**src/rtl/alu_instr_sequencer.sv**
```systemverilog
// Control sequencer that runs one register-register ALU instruction (fetch, operand, writeback) from a start pulse.
// Optional build macro MEM_WAIT_EN: T1 stretches until mem_ready is high.
module alu_instr_sequencer #(
  parameter int SEL_W    = 32,
  parameter int NUM_REGS = 16,
  parameter int RIDX_W   = 4,
  parameter int OP_MUL   = 12,
  parameter int OP_DIV   = 13,
  parameter int B_HI     = 16,
  parameter int B_LO     = 17,
  parameter int B_ZHI    = 18,
  parameter int B_ZLO    = 19,
  parameter int B_PC     = 20,
  parameter int B_MDR    = 21,
  parameter int B_IR     = 23,
  parameter int B_Z      = 24,
  parameter int B_MAR    = 25,
  parameter int B_Y      = 27
) (
  input  logic              clk,
  input  logic              clr,
  input  logic              start,
  input  logic [3:0]        opcode,
  input  logic [RIDX_W-1:0] ra,
  input  logic [RIDX_W-1:0] rb,
  input  logic [RIDX_W-1:0] rc,
  input  logic              mem_ready,
  output logic [SEL_W-1:0]  enable,
  output logic [SEL_W-1:0]  bus_select,
  output logic [3:0]        alu_ctrl,
  output logic              mem_read,
  output logic              pc_inc,
  output logic              busy,
  output logic              done,
  output logic              err
);

  // state  | meaning
  // S_IDLE | waiting for start, all outputs low
  // S_T0   | PC -> MAR, increment PC
  // S_T1   | memory read into MDR
  // S_T2   | MDR -> IR
  // S_T3   | ra -> Y
  // S_T4   | rb -> ALU, result into Z
  // S_T5   | ZLO -> rc (normal) or LO (wide)
  // S_T6   | ZHI -> HI (wide ops only)
  typedef enum logic [3:0] {
    S_IDLE, S_T0, S_T1, S_T2, S_T3, S_T4, S_T5, S_T6
  } state_t;

  localparam logic [3:0] OP_MUL_C = 4'(OP_MUL);
  localparam logic [3:0] OP_DIV_C = 4'(OP_DIV);

  state_t            state_q, state_d;
  logic [3:0]        opcode_q, opcode_d;
  logic [RIDX_W-1:0] ra_q, ra_d, rb_q, rb_d, rc_q, rc_d;
  logic [SEL_W-1:0]  enable_q, enable_d, bus_select_q, bus_select_d;
  logic [3:0]        alu_ctrl_q, alu_ctrl_d;
  logic              mem_read_q, mem_read_d, pc_inc_q, pc_inc_d;
  logic              busy_q, busy_d, done_q, done_d, err_q, err_d;

  logic wide_in, wide_q, start_legal;

`ifndef MEM_WAIT_EN
  logic mem_ready_unused;
  assign mem_ready_unused = mem_ready;
`endif

  function automatic logic [SEL_W-1:0] onehot(input logic [RIDX_W-1:0] idx);
    onehot = {{(SEL_W-1){1'b0}}, 1'b1} << idx;
  endfunction

  assign wide_in     = (opcode == OP_MUL_C) || (opcode == OP_DIV_C);
  assign wide_q      = (opcode_q == OP_MUL_C) || (opcode_q == OP_DIV_C);
  // rc is never written by a wide op, so its range is irrelevant there
  assign start_legal = (int'(ra) < NUM_REGS) && (int'(rb) < NUM_REGS) &&
                       (wide_in || (int'(rc) < NUM_REGS));

  always_comb begin
    state_d  = state_q;
    opcode_d = opcode_q;
    ra_d     = ra_q;
    rb_d     = rb_q;
    rc_d     = rc_q;
    err_d    = 1'b0;
    case (state_q)
      S_IDLE: begin
        if (start) begin
          if (start_legal) begin
            state_d  = S_T0;
            opcode_d = opcode;
            ra_d     = ra;
            rb_d     = rb;
            rc_d     = rc;
          end else begin
            err_d = 1'b1;
          end
        end
      end
      S_T0: state_d = S_T1;
      S_T1: begin
`ifdef MEM_WAIT_EN
        if (mem_ready) state_d = S_T2;
`else
        state_d = S_T2;
`endif
      end
      S_T2: state_d = S_T3;
      S_T3: state_d = S_T4;
      S_T4: state_d = S_T5;
      S_T5: state_d = wide_q ? S_T6 : S_IDLE;
      S_T6: state_d = S_IDLE;
      default: state_d = S_IDLE;
    endcase
  end

  // Outputs are decoded from the upcoming state so they are registered yet aligned with it.
  always_comb begin
    enable_d     = '0;
    bus_select_d = '0;
    alu_ctrl_d   = 4'd0;
    mem_read_d   = 1'b0;
    pc_inc_d     = 1'b0;
    done_d       = 1'b0;
    busy_d       = (state_d != S_IDLE);
    case (state_d)
      S_T0: begin
        bus_select_d[B_PC] = 1'b1;
        enable_d[B_MAR]    = 1'b1;
        pc_inc_d           = 1'b1;
      end
      S_T1: begin
        mem_read_d      = 1'b1;
        enable_d[B_MDR] = 1'b1;
      end
      S_T2: begin
        bus_select_d[B_MDR] = 1'b1;
        enable_d[B_IR]      = 1'b1;
      end
      S_T3: begin
        bus_select_d  = onehot(ra_d);
        enable_d[B_Y] = 1'b1;
      end
      S_T4: begin
        bus_select_d  = onehot(rb_d);
        enable_d[B_Z] = 1'b1;
        alu_ctrl_d    = opcode_d;
      end
      S_T5: begin
        bus_select_d[B_ZLO] = 1'b1;
        alu_ctrl_d          = opcode_d;
        if ((opcode_d == OP_MUL_C) || (opcode_d == OP_DIV_C)) begin
          enable_d[B_LO] = 1'b1;
        end else begin
          enable_d = onehot(rc_d);
          done_d   = 1'b1;
        end
      end
      S_T6: begin
        bus_select_d[B_ZHI] = 1'b1;
        enable_d[B_HI]      = 1'b1;
        alu_ctrl_d          = opcode_d;
        done_d              = 1'b1;
      end
      default: ;
    endcase
  end

  always_ff @(posedge clk) begin
    if (clr) begin
      state_q      <= S_IDLE;
      opcode_q     <= 4'd0;
      ra_q         <= '0;
      rb_q         <= '0;
      rc_q         <= '0;
      enable_q     <= '0;
      bus_select_q <= '0;
      alu_ctrl_q   <= 4'd0;
      mem_read_q   <= 1'b0;
      pc_inc_q     <= 1'b0;
      busy_q       <= 1'b0;
      done_q       <= 1'b0;
      err_q        <= 1'b0;
    end else begin
      state_q      <= state_d;
      opcode_q     <= opcode_d;
      ra_q         <= ra_d;
      rb_q         <= rb_d;
      rc_q         <= rc_d;
      enable_q     <= enable_d;
      bus_select_q <= bus_select_d;
      alu_ctrl_q   <= alu_ctrl_d;
      mem_read_q   <= mem_read_d;
      pc_inc_q     <= pc_inc_d;
      busy_q       <= busy_d;
      done_q       <= done_d;
      err_q        <= err_d;
    end
  end

  assign enable     = enable_q;
  assign bus_select = bus_select_q;
  assign alu_ctrl   = alu_ctrl_q;
  assign mem_read   = mem_read_q;
  assign pc_inc     = pc_inc_q;
  assign busy       = busy_q;
  assign done       = done_q;
  assign err        = err_q;

endmodule
```
**config.mk**
```make
export PLATFORM = sky130hd
export DESIGN_NAME = alu_instr_sequencer
export DESIGN_NICKNAME = d
export VERILOG_FILES = /design/src/rtl/alu_instr_sequencer.sv
export SDC_FILE = /design/constraint.sdc
export NUM_CORES = 1
export LEC_CHECK = 0
export ABC_CLOCK_PERIOD_IN_PS = 1800
export BUFFER_PORTS_ARGS = -buffer_cell sky130_fd_sc_hd__buf_2
export CAP_MARGIN = 20
export CORE_ASPECT_RATIO = 0.6
export CORE_MARGIN = 2
export CORE_UTILIZATION = 45
export CTS_CLUSTER_SIZE = 30
export DETAILED_ROUTE_END_ITERATION = 6
export PLACE_DENSITY = 0.74
export SYNTH_ARGS = -nofsm -noshare
export SYNTH_HDL_FRONTEND = slang
export SYNTH_SLANG_ARGS = --single-unit
```
**constraint.sdc**
```tcl
create_clock -name clk -period 1.8 [get_ports clk]
set_clock_uncertainty 0.15 [all_clocks]
set_input_delay 0.27 -clock clk [delete_from_list [all_inputs] [get_ports clk]]
set_output_delay 0.27 -clock clk [all_outputs]
set_load 0.005 [all_outputs]
```
==> impl_metrics.py, run 1 <==
metrics = {
    "status": {
        "violations": "negative setup slack",
        "outcome": "finished, violations left",
    },
    "global_routing": {
        "grt_overflow": 0,
        "grt_pass1_vias": 2453,
        "antenna_found_initial": 0,
        "grt_start_max_net_pins": 19,
        "grt_pass1_wl_mm": 12.0,
        "track_usage": 0.219,
    },
    "synth": {
        "synthArstFlopShare": 0,
        "synth_top_area_frac": 0.475,
        "syn_area_mm2": 0.00299,
        "syn_area_per_cell_um2": 8.82,
        "yosys-top-cells-area": "dfxtp_1 (48%), a21oi_1 (6.4%), buf_4 (5.8%), o21ai_0 (5.7%), nand2_1 (4.4%)",
        "synth_edf_count": 0,
        "yosys_warnings": 0,
        "synth-seq-area-share": 0.475,
        "synth_area_leader_cell": "dfxtp_1",
        "synth_ff_type": "dfxtp_1",
        "yosysUniqueCellTypes": 47,
        "ys_ff_latch": 71,
        "syn_inst": 339,
    },
    "place": {
        "io_buffer_count": 69,
        "placed_area_mm2": 0.00352,
        "finalWeightedCongestion": 0.958,
        "dp_slack_ns": -0.0979,
        "place_hpwl_mm": 5.61,
    },
    "worst_setup_path": {
        "crit_type": "reg2reg",
        "cp_slowest_cell": "or3b_4",
        "arrival_ns": 1.90,
        "startpoint_type": "flop",
        "required_ns": 1.89,
        "critical-path-max-stage-delay_ns": 0.41,
        "crit_path_end_kind": "flop",
        "critical_path_depth": 5,
        "critical_path.cell_chain": "or3b_4 -> buf_6 -> o211ai_1 -> a2bb2oi_2 -> nor3_1",
        "worst-path-buf-inv": 1,
        "ff2ff_path_depth": 5,
        "path_max_fanout": 6,
        "crit_family": "compound AO/OA/AOI/OAI gates",
    },
    "power": {
        "comb_power_share": 0.090,
        "p_leak_nw": 1.65,
        "p_sw_frac": 0.244,
        "p_int_mw": 2.67,
        "finalPower_mw": 3.53,
        "ir_worst_vdd_mv": 0.486,
        "pwr-share-clk": 0.450,
        "power.switching_mw": 0.861,
        "seq_power_share": 0.460,
        "power_density_mw_per_mm2": 889,
    },
    "worst_hold_path": {
        "whs_path_depth": 3,
        "holdCritPathClass": "in2reg",
    },
    "layout": {
        "num-nets-final": 461,
        "post_route_cells_drive_above_1_share": 0.350,
        "area_delta_synth_final_pct": 32.7,
        "n_antenna_cell": 0,
        "utilization": 0.633,
        "fin_area_mm2": 0.00397,
    },
    "clock_tree": {
        "clkSinkCount": 71,
        "clock_latency_ns": 0.35,
        "cts_tree": "done",
        "cts_buffer_depth": 2,
        "cts-buffers-inserted": 9,
        "cts_root_buffer": "clkbuf_8",
        "cts_max_level": 3,
        "clkTransAtPathRegs_ns": 0.08,
    },
    "route": {
        "drt-pass1-iter-count": 4,
        "drt-vias-per-instance": 5.10,
        "drtIter0Drc": 137,
        "drc": 0,
        "post_drt_wl_per_cell_um": 14.8,
        "routed-via-count": 2704,
        "ant_nets": 0,
        "drt-total-wl_mm": 7.83,
    },
    "sta": {
        "fmax_mhz": 552,
        "setup_slack_ns": -0.0112,
        "tns_ns": -0.0311,
        "period_share": 1.01,
        "min_period_ns": 1.81,
        "slew_violations": 0,
        "finalSetupViolCount": 4,
        "hold_viol_final": 0,
        "rsz0062_at_grt": "true",
    },
    "flow_run": {
        "max-cap-violations": 0,
    },
    "floorplan": {
        "die_x_um": 109,
        "start_util": 0.477,
        "core_area_mm2": 0.00628,
        "die_area_mm2": 0.00734,
        "ioPinCount": 93,
        "rows": 22,
        "die_h_um": 67.2,
    },
}
## sequential cells by signal, summed over array words and instances (netlist names)
register / flops
mem_read: 1
bus_select: 20
done: 1
opcode_q: 4
rc_q: 4
busy: 1
state_q: 4
alu_ctrl: 4
pc_inc: 1
rb_q: 4
ra_q: 4
enable: 23
## placed cells by master, fill, tap and decap left out, drive strengths merged, types with 4 or more instances in the layout
cell type	instances
a21oi	38
buf	107
clkbuf	9
conb	23
dfxtp	71
inv	10
mux2i	4
nand2	35
nand2b	4
nand3	4
nor2	25
nor3	27
nor3b	9
nor4	4
o21ai	35
## Yosys cell counts (all sizes together) (2+ instances only)
cell,count
dfxtp,71
a21oi,38
nand2,35
o21ai,35
buf,34
nor3,27
nor2,25
nor3b,9
clkbuf,8
inv,7
mux2i,4
nand2b,4
nand3,4
nor4,4
a211oi,3
nand3b,3
nor2b,3
nor4b,3
a31oi,2
o22a,2
## metrics by stage
| stage | hold slack [ns] | cells |
|---|---|---|
| floorplan | 0.256 | 361 |
| global placement | 0.321 | 509 |
| detailed placement | 0.335 | 509 |
| CTS | 0.00254 | 527 |
| global route | 0.0217 | 530 |
| finish | 0.0324 | 530 |
## repair_timing
action / in CTS / in global routing
resized for setup: 20 / 19
endpoints found under the setup margin: 39 / 46
pin swaps: 3 / 8
buffers inserted: 0 / 2
hold endpoints to repair: 2 / 1
cloned: 1 / 0
hold buffers: 2 / 1
## area by class of cell
cell class,instances,area [um2]
Clock buffer,9,124
Clock inverter,7,128
Fill cell,555,2310
Inverter,7,26.3
Multi-Input combinational cell,241,1480
Sequential cell,71,1430
Tap cell,84,105
Timing Repair Buffer,111,679
## per-layer routing
metal	up-vias	wire (um)	track usage
met5	-	0	0
met4	0	58	0.0601
met3	7	720	0.0859
met2	107	3370	0.325
met1	1251	3680	0.300
li1	1339	-	-
## worst paths after layout
path	startpoint	endpoint	slack, ns
max	state_q[1]	enable[8]	-0.01
min	ra[0]	ra_q[0]	0.03
max reg2reg	state_q[1]	enable[8]	-0.01
min reg2reg	rb_q[0]	rb_q[0]	0.35
## kinds of logic after synthesis
kind of cell / after synthesis / share of synthesized area
mux: 5 / 0.0171
flops: 71 / 0.475
buf+inv: 49 / 0.103
other cells: 1 / 0.00125
compound gates: 88 / 0.162
simple gates: 125 / 0.242
## power by group through the flow
stage | registers, mW | clock network [mW] | logic [mW]
after floorplan | 1.65 | 0 | 0.203
after global placement | 1.66 | 0 | 0.262
after detailed placement | 1.66 | 0 | 0.269
after CTS | 1.62 | 1.61 | 0.295
after global routing | 1.63 | 1.70 | 0.345
final | 1.62 | 1.59 | 0.318
## worst register-to-register path: cells and delay by family (launching register included)
kind | cells | cell delay (ns)
AO/OA/AOI/OAI | 2 | 0.57
buffers and inverters | 1 | 0.15
flip-flops | 1 | 0.35
AND/OR/NAND/NOR | 2 | 0.48
Note: power is estimated with default switching activity, not from simulation.
==> run 2, diff against run 1 <==
- ABC_CLOCK_PERIOD_IN_PS: 1800 -> 2000
- PLACE_DENSITY: 0.74 -> 0.72
- clock period: 1.8 -> 2 ns (I/O delays scaled with it)
==> run 2 against run 1 <==
The run now ends clean. Routed wire length decreased by 5.5%. Critical path depth did not move. Final cell count shrank 4.5%. First-iteration DRC count grew 2.9%. Die area did not move. Combinational power decreased by 26%. Utilization down 5.0 points. Non-clock buffer count is 23 lower. Count of clock-buffer cells in the layout unchanged. Critical path type unchanged. Largest cell class is now registers. Largest power group unchanged.
==> impl_metrics.py, run 2 (synthesized netlist as in run 1, its figures left out) <==
metrics = {
    "status": {
        "outcome": "complete, no violations",
    },
    "flow_run": {
        "max-cap-violations": 0,
    },
    "layout": {
        "largest_register_ffs": 23,
        "n_antenna_cell": 0,
        "utilization": 0.583,
        "num-nets-final": 438,
        "final_common_cell": "dfxtp_1",
        "post_route_cells_drive_above_1_share": 0.282,
        "final_cell_mix": "dfxtp_1 (71), buf_2 (69), a21oi_1 (38), nand2_1 (35), o21ai_0 (34)",
        "fin_cells": 506,
        "area_delta_synth_final_pct": 22.3,
        "fillerInstances": 572,
        "fin_area_mm2": 0.00366,
    },
    "sta": {
        "holdWs_ns": 0.0527,
        "fmax_mhz": 512,
        "finalSetupViolCount": 0,
        "tightest_slew_ns": 0.634,
        "relSlewSlack": 0.573,
        "min_period_ns": 1.95,
        "rsz0062_at_grt": "true",
        "hold_viol_final": 0,
        "slew_violations": 0,
        "period_share": 0.977,
    },
    "global_routing": {
        "grt_overflow": 0,
        "grt_start_max_net_pins": 26,
        "antenna_found_initial": 0,
        "track_usage": 0.214,
        "grt_pass1_wl_mm": 11.6,
        "grt_pass1_vias": 2383,
    },
    "worst_hold_path": {
        "holdCritPathClass": "in2reg",
    },
    "worst_setup_path": {
        "startpoint_type": "flop",
        "path_max_fanout": 10,
        "crit_path_end_kind": "flop",
        "crit_type": "reg2reg",
        "cp_slowest_cell": "or4b_4",
        "r2r_slack_ns": 0.05,
        "critical_path.cell_chain": "buf_4 -> or4b_4 -> nor3b_2 -> o21ai_0 -> a21oi_1",
        "worst-path-buf-inv": 1,
        "arrival_ns": 2.08,
        "crit_family": "simple AND/OR/NAND/NOR gates",
        "required_ns": 2.13,
        "critical-path-max-stage-delay_ns": 0.58,
    },
    "power": {
        "comb_power_share": 0.078,
        "seq_power_share": 0.480,
        "p_int_mw": 2.34,
        "p_leak_nw": 1.51,
        "pwr-share-clk": 0.442,
        "power_density_mw_per_mm2": 832,
        "ir_worst_vdd_mv": 0.369,
        "power.switching_mw": 0.703,
        "p_sw_frac": 0.231,
    },
    "place": {
        "finalWeightedCongestion": 0.985,
        "post-place-cells": 490,
        "place_hpwl_mm": 5.48,
        "io_buffer_count": 69,
        "placed_area_mm2": 0.00338,
    },
    "clock_tree": {
        "cts_buffer_depth": 2,
        "cts_root_buffer": "clkbuf_8",
        "cts_tree": "done",
        "clock_latency_ns": 0.35,
        "ctsHoldBuffers": 0,
        "cts-buffers-inserted": 9,
        "clkSinkCount": 71,
        "clkTransAtPathRegs_ns": 0.07,
        "cts_max_level": 3,
    },
    "floorplan": {
        "rows": 22,
        "start_util": 0.477,
        "die_area_mm2": 0.00734,
        "die_x_um": 109,
        "ioPinCount": 93,
        "core_area_mm2": 0.00628,
        "die_h_um": 67.2,
    },
    "route": {
        "drc": 0,
        "drt-total-wl_mm": 7.39,
        "drtIter0Drc": 141,
        "drt-vias-per-instance": 5.18,
        "routed-via-count": 2619,
        "drt-pass1-iter-count": 5,
        "post_drt_wl_per_cell_um": 14.6,
        "ant_nets": 0,
    },
}
[run 2: changes by cell type in the layout (fill, tap and decap cells not counted), moves of 3 or more]
cell	before	now
buf_4	36	18
dfxtp_1	67	71
dfxtp_2	3	0
dlygate4sd3_1	3	0
nor3_1	20	24
o21ai_0	26	34
o21ai_1	9	1
[run 2: final timing paths]
path,endpoint,startpoint,cells past startpoint
setup / recovery,bus_select[4],state_q[0],5
hold / removal,ra_q[3],ra[3],3
setup reg to reg,bus_select[4],state_q[0],5
hold reg to reg,rc_q[3],rc_q[3],2
[run 2: routing by layer]
metal,GRT usage,share of wire,vias up
met1,0.307,0.49,1197
met5,0,0,-
li1,-,-,1299
met3,0.0743,0.10,9
met2,0.293,0.40,114
met4,0.0823,0.011,0
[run 2: repair_timing]
item                       4_1_cts  5_1_grt
gates resized for setup          1        7
buffers inserted                 0        0
setup endpoints to repair        4       34
pin swaps                        0        0
[run 2: cell type report]
| class | instances | area, um2 | share of cell area |
|---|---|---|---|
| Clock inverter | 6 | 110 | 0.0301 |
| Timing Repair Buffer | 88 | 492 | 0.134 |
| Clock buffer | 9 | 124 | 0.0339 |
| Tap cell | 84 | 105 | 0.0287 |
| Multi-Input combinational cell | 241 | 1380 | 0.377 |
| Inverter | 7 | 26.3 | 0.00718 |
| Sequential cell | 71 | 1420 | 0.389 |
[run 2: worst min-delay path: stages]
cell,delay (ns)
buf_2,0.10
nand2_1,0.05
a21oi_1,0.05
[run 2: through the flow]
step / TNS, ns / total power [mW] / setup WS [ns]
6_report: 0 / 3.04 / 0.0467
5_1_grt: -0.268 / 3.14 / -0.0372
4_1_cts: 0 / 3.05 / 0.00339
3_5_place_dp: -0.490 / 1.71 / -0.111
3_3_place_gp: 0 / 1.71 / 0.00509
2_1_floorplan: 0 / 1.67 / 0.272
[run 2: power by group through the flow]
stage               registers, mW  clock network [mW]  logic, mW
floorplan                    1.48                   0      0.183
global placement             1.49                   0      0.216
detailed placement           1.49                   0      0.222
CTS                          1.46                1.37      0.224
global route                 1.46                1.42      0.261
finish                       1.46                1.34      0.236
==> run 3, diff against run 2 <==
- ABC_AREA: unset -> 1
==> run 3 against run 2 <==
Via count fell by 6.0%. Final cell count rose by 2.2%. Clock power fell by 4%. Combinational power rose by 26%. Maximum frequency rose by 2.7%. Synthesized cell count rose by 2.9%. Largest cell class unchanged. Highest routed layer unchanged.
==> impl_metrics.py, run 3 <==
metrics = {
    "flow_run": {
        "max-cap-violations": 0,
    },
    "sta": {
        "holdWs_ns": 0.0670,
        "period_share": 0.951,
        "rsz0062_at_grt": "true",
        "slew_violations": 0,
        "min_period_ns": 1.90,
        "finalSetupViolCount": 0,
        "hold_viol_final": 0,
        "tns_ns": 0,
        "fmax_mhz": 526,
    },
    "floorplan": {
        "die_x_um": 106,
        "rows": 22,
        "die_area_mm2": 0.00697,
        "die_h_um": 65.5,
        "core_area_mm2": 0.00611,
        "ioPinCount": 93,
        "start_util": 0.464,
    },
    "route": {
        "drt-total-wl_mm": 6.46,
        "drt-vias-per-instance": 4.76,
        "post_drt_wl_per_cell_um": 12.5,
        "drt-pass1-iter-count": 4,
        "routed-via-count": 2463,
        "ant_nets": 0,
        "drc": 0,
        "drtIter0Drc": 154,
    },
    "worst_hold_path": {
        "holdPathEnd": "rc_q[0]",
        "whs_path_depth": 3,
        "holdCritPathClass": "in2reg",
        "hp-start": "rc[0]",
    },
    "worst_setup_path": {
        "required_ns": 2.12,
        "crit_path_end_kind": "flop",
        "regToRegEndpoint": "bus_select[1]",
        "crit_type": "reg2reg",
        "startpoint_type": "flop",
        "ff2ff_path_depth": 8,
        "r2r-start": "state_q[1]",
        "path_max_fanout": 25,
        "arrival_ns": 2.02,
        "r2r_slack_ns": 0.1,
    },
    "layout": {
        "post_route_cells_drive_above_1_share": 0.270,
        "n_antenna_cell": 0,
        "final_common_cell": "dfxtp_1",
        "utilization": 0.566,
        "final_cell_mix": "dfxtp_1 (71), buf_2 (69), nor2_1 (55), nand2_1 (48), inv_1 (38)",
        "area_delta_synth_final_pct": 21.9,
        "num-nets-final": 448,
        "fin_cells": 517,
        "largest_register_ffs": 23,
    },
    "place": {
        "post-place-cells": 501,
        "io_buffer_count": 69,
        "finalWeightedCongestion": 0.897,
        "place_hpwl_mm": 4.71,
    },
    "clock_tree": {
        "cts_buffer_depth": 2,
        "cts_root_buffer": "clkbuf_8",
        "cts_setup_buffers": 0,
        "cts-buffers-inserted": 9,
        "cts_tree": "done",
        "clkTransAtPathRegs_ns": 0.07,
        "clock_latency_ns": 0.34,
        "clkSinkCount": 71,
        "cts_max_level": 3,
    },
    "synth": {
        "syn_area_per_cell_um2": 8.12,
        "synth-seq-area-share": 0.501,
        "yosys-top-cells-area": "dfxtp_1 (50%), nor2_1 (7.7%), nand2_1 (6.4%), buf_4 (6.1%), nand4_1 (5.3%)",
        "yosysUniqueCellTypes": 29,
        "syn_inst": 349,
        "synth_ff_type": "dfxtp_1",
        "synth_top_area_frac": 0.501,
        "syn_area_mm2": 0.00284,
        "synth_edf_count": 0,
        "synth_area_leader_cell": "dfxtp_1",
        "synthArstFlopShare": 0,
        "ys_ff_latch": 71,
        "synth_commonest_cells": "dfxtp_1 (71), nor2_1 (58), nand2_1 (48)",
        "yosys_warnings": 0,
        "yosys.cell_count.top_type": "dfxtp_1",
    },
    "status": {
        "outcome": "complete, no violations",
    },
    "power": {
        "ir_worst_vdd_mv": 0.440,
        "p_leak_nw": 1.69,
        "power_density_mw_per_mm2": 881,
    },
    "global_routing": {
        "grt_start_max_net_pins": 26,
        "track_usage": 0.197,
        "grt_pass1_wl_mm": 10.4,
        "grt_pass1_vias": 2203,
        "grt_overflow": 0,
        "antenna_found_initial": 0,
    },
}
-- run 3: cell count changes after synthesis, moves of 5 or more --
| cell | delta |
|---|---|
| nand4_1 | +23 |
| nor2_1 | +33 |
| nor3b_1 | -7 |
| a21oi_1 | -19 |
| nand2_1 | +13 |
| o21ai_2 | +7 |
| clkbuf_1 | -5 |
| inv_1 | +31 |
| nand3_1 | +15 |
| nor3_1 | -22 |
| o21ai_0 | -26 |
-- run 3: logic make-up after synthesis --
| logic type | synth area share |
|---|---|
| muxes | 0.00353 |
| and+or+nand+nor | 0.272 |
| buffers and inverters | 0.135 |
| DFF | 0.501 |
| other | 0.00132 |
| AOI/OAI and AO/OA | 0.0861 |
-- run 3: worst max-delay path by stage --
stage	start	to	slack, ns	depth (start not counted)
final	state_q[1]	bus_select[1]	0.1	8
after global routing	state_q[0]	bus_select[15]	-0.03	10
after CTS	state_q[1]	bus_select[14]	0.09	8
after detailed placement	state_q[1]	bus_select[14]	0.11	8
after global placement	state_q[1]	bus_select[2]	0.16	8
after floorplan	state_q[2]	enable[0]	0.36	7
-- run 3: layout make-up --
class | instances | area (um2)
clock buffer | 11 | 151
sequential | 71 | 1420
fill | 589 | 2650
clock inverter | 5 | 80.1
timing repair buffer | 79 | 433
inverter | 39 | 146
tap | 84 | 105
multi-input combinational | 228 | 1120
-- run 3: stage by stage --
step / instance area, um2 / power, mW / setup slack, ns
2_1_floorplan: 2920 / 1.73 / 0.362
3_3_place_gp: 3220 / 1.77 / 0.156
3_5_place_dp: 3220 / 1.78 / 0.107
4_1_cts: 3450 / 3.06 / 0.0881
5_1_grt: 3460 / 3.18 / -0.0264
6_report: 3460 / 3.05 / 0.0989
-- run 3: layer usage --
layer | up-vias | GRT usage | share of wire
li1 | 1245 | - | -
met1 | 1106 | 0.260 | 0.46
met2 | 100 | 0.282 | 0.42
met3 | 12 | 0.0893 | 0.10
met4 | 0 | 0.0763 | 0.016
met5 | - | 0 | 0
-- run 3: power by group --
group | internal [mW] | switching (mW)
combinational | 0.0874 | 0.210
clock | 0.768 | 0.526
sequential | 1.44 | 0.0128
-- run 3: critical path, cell delays in order (launching register included) --
cell and delay, ns:
dfxtp_1 0.34, nor2_4 0.20, nand3_4 0.16, buf_12 0.20, nand2_1 0.07, nand2_2 0.10
nor2_1 0.29, nand3_1 0.13, a21oi_1 0.18
-- run 3: what timing repair did --
action	4_1_cts	5_1_grt
gates resized for setup	0	5
setup endpoints to repair	0	26
hold buffers	0	0
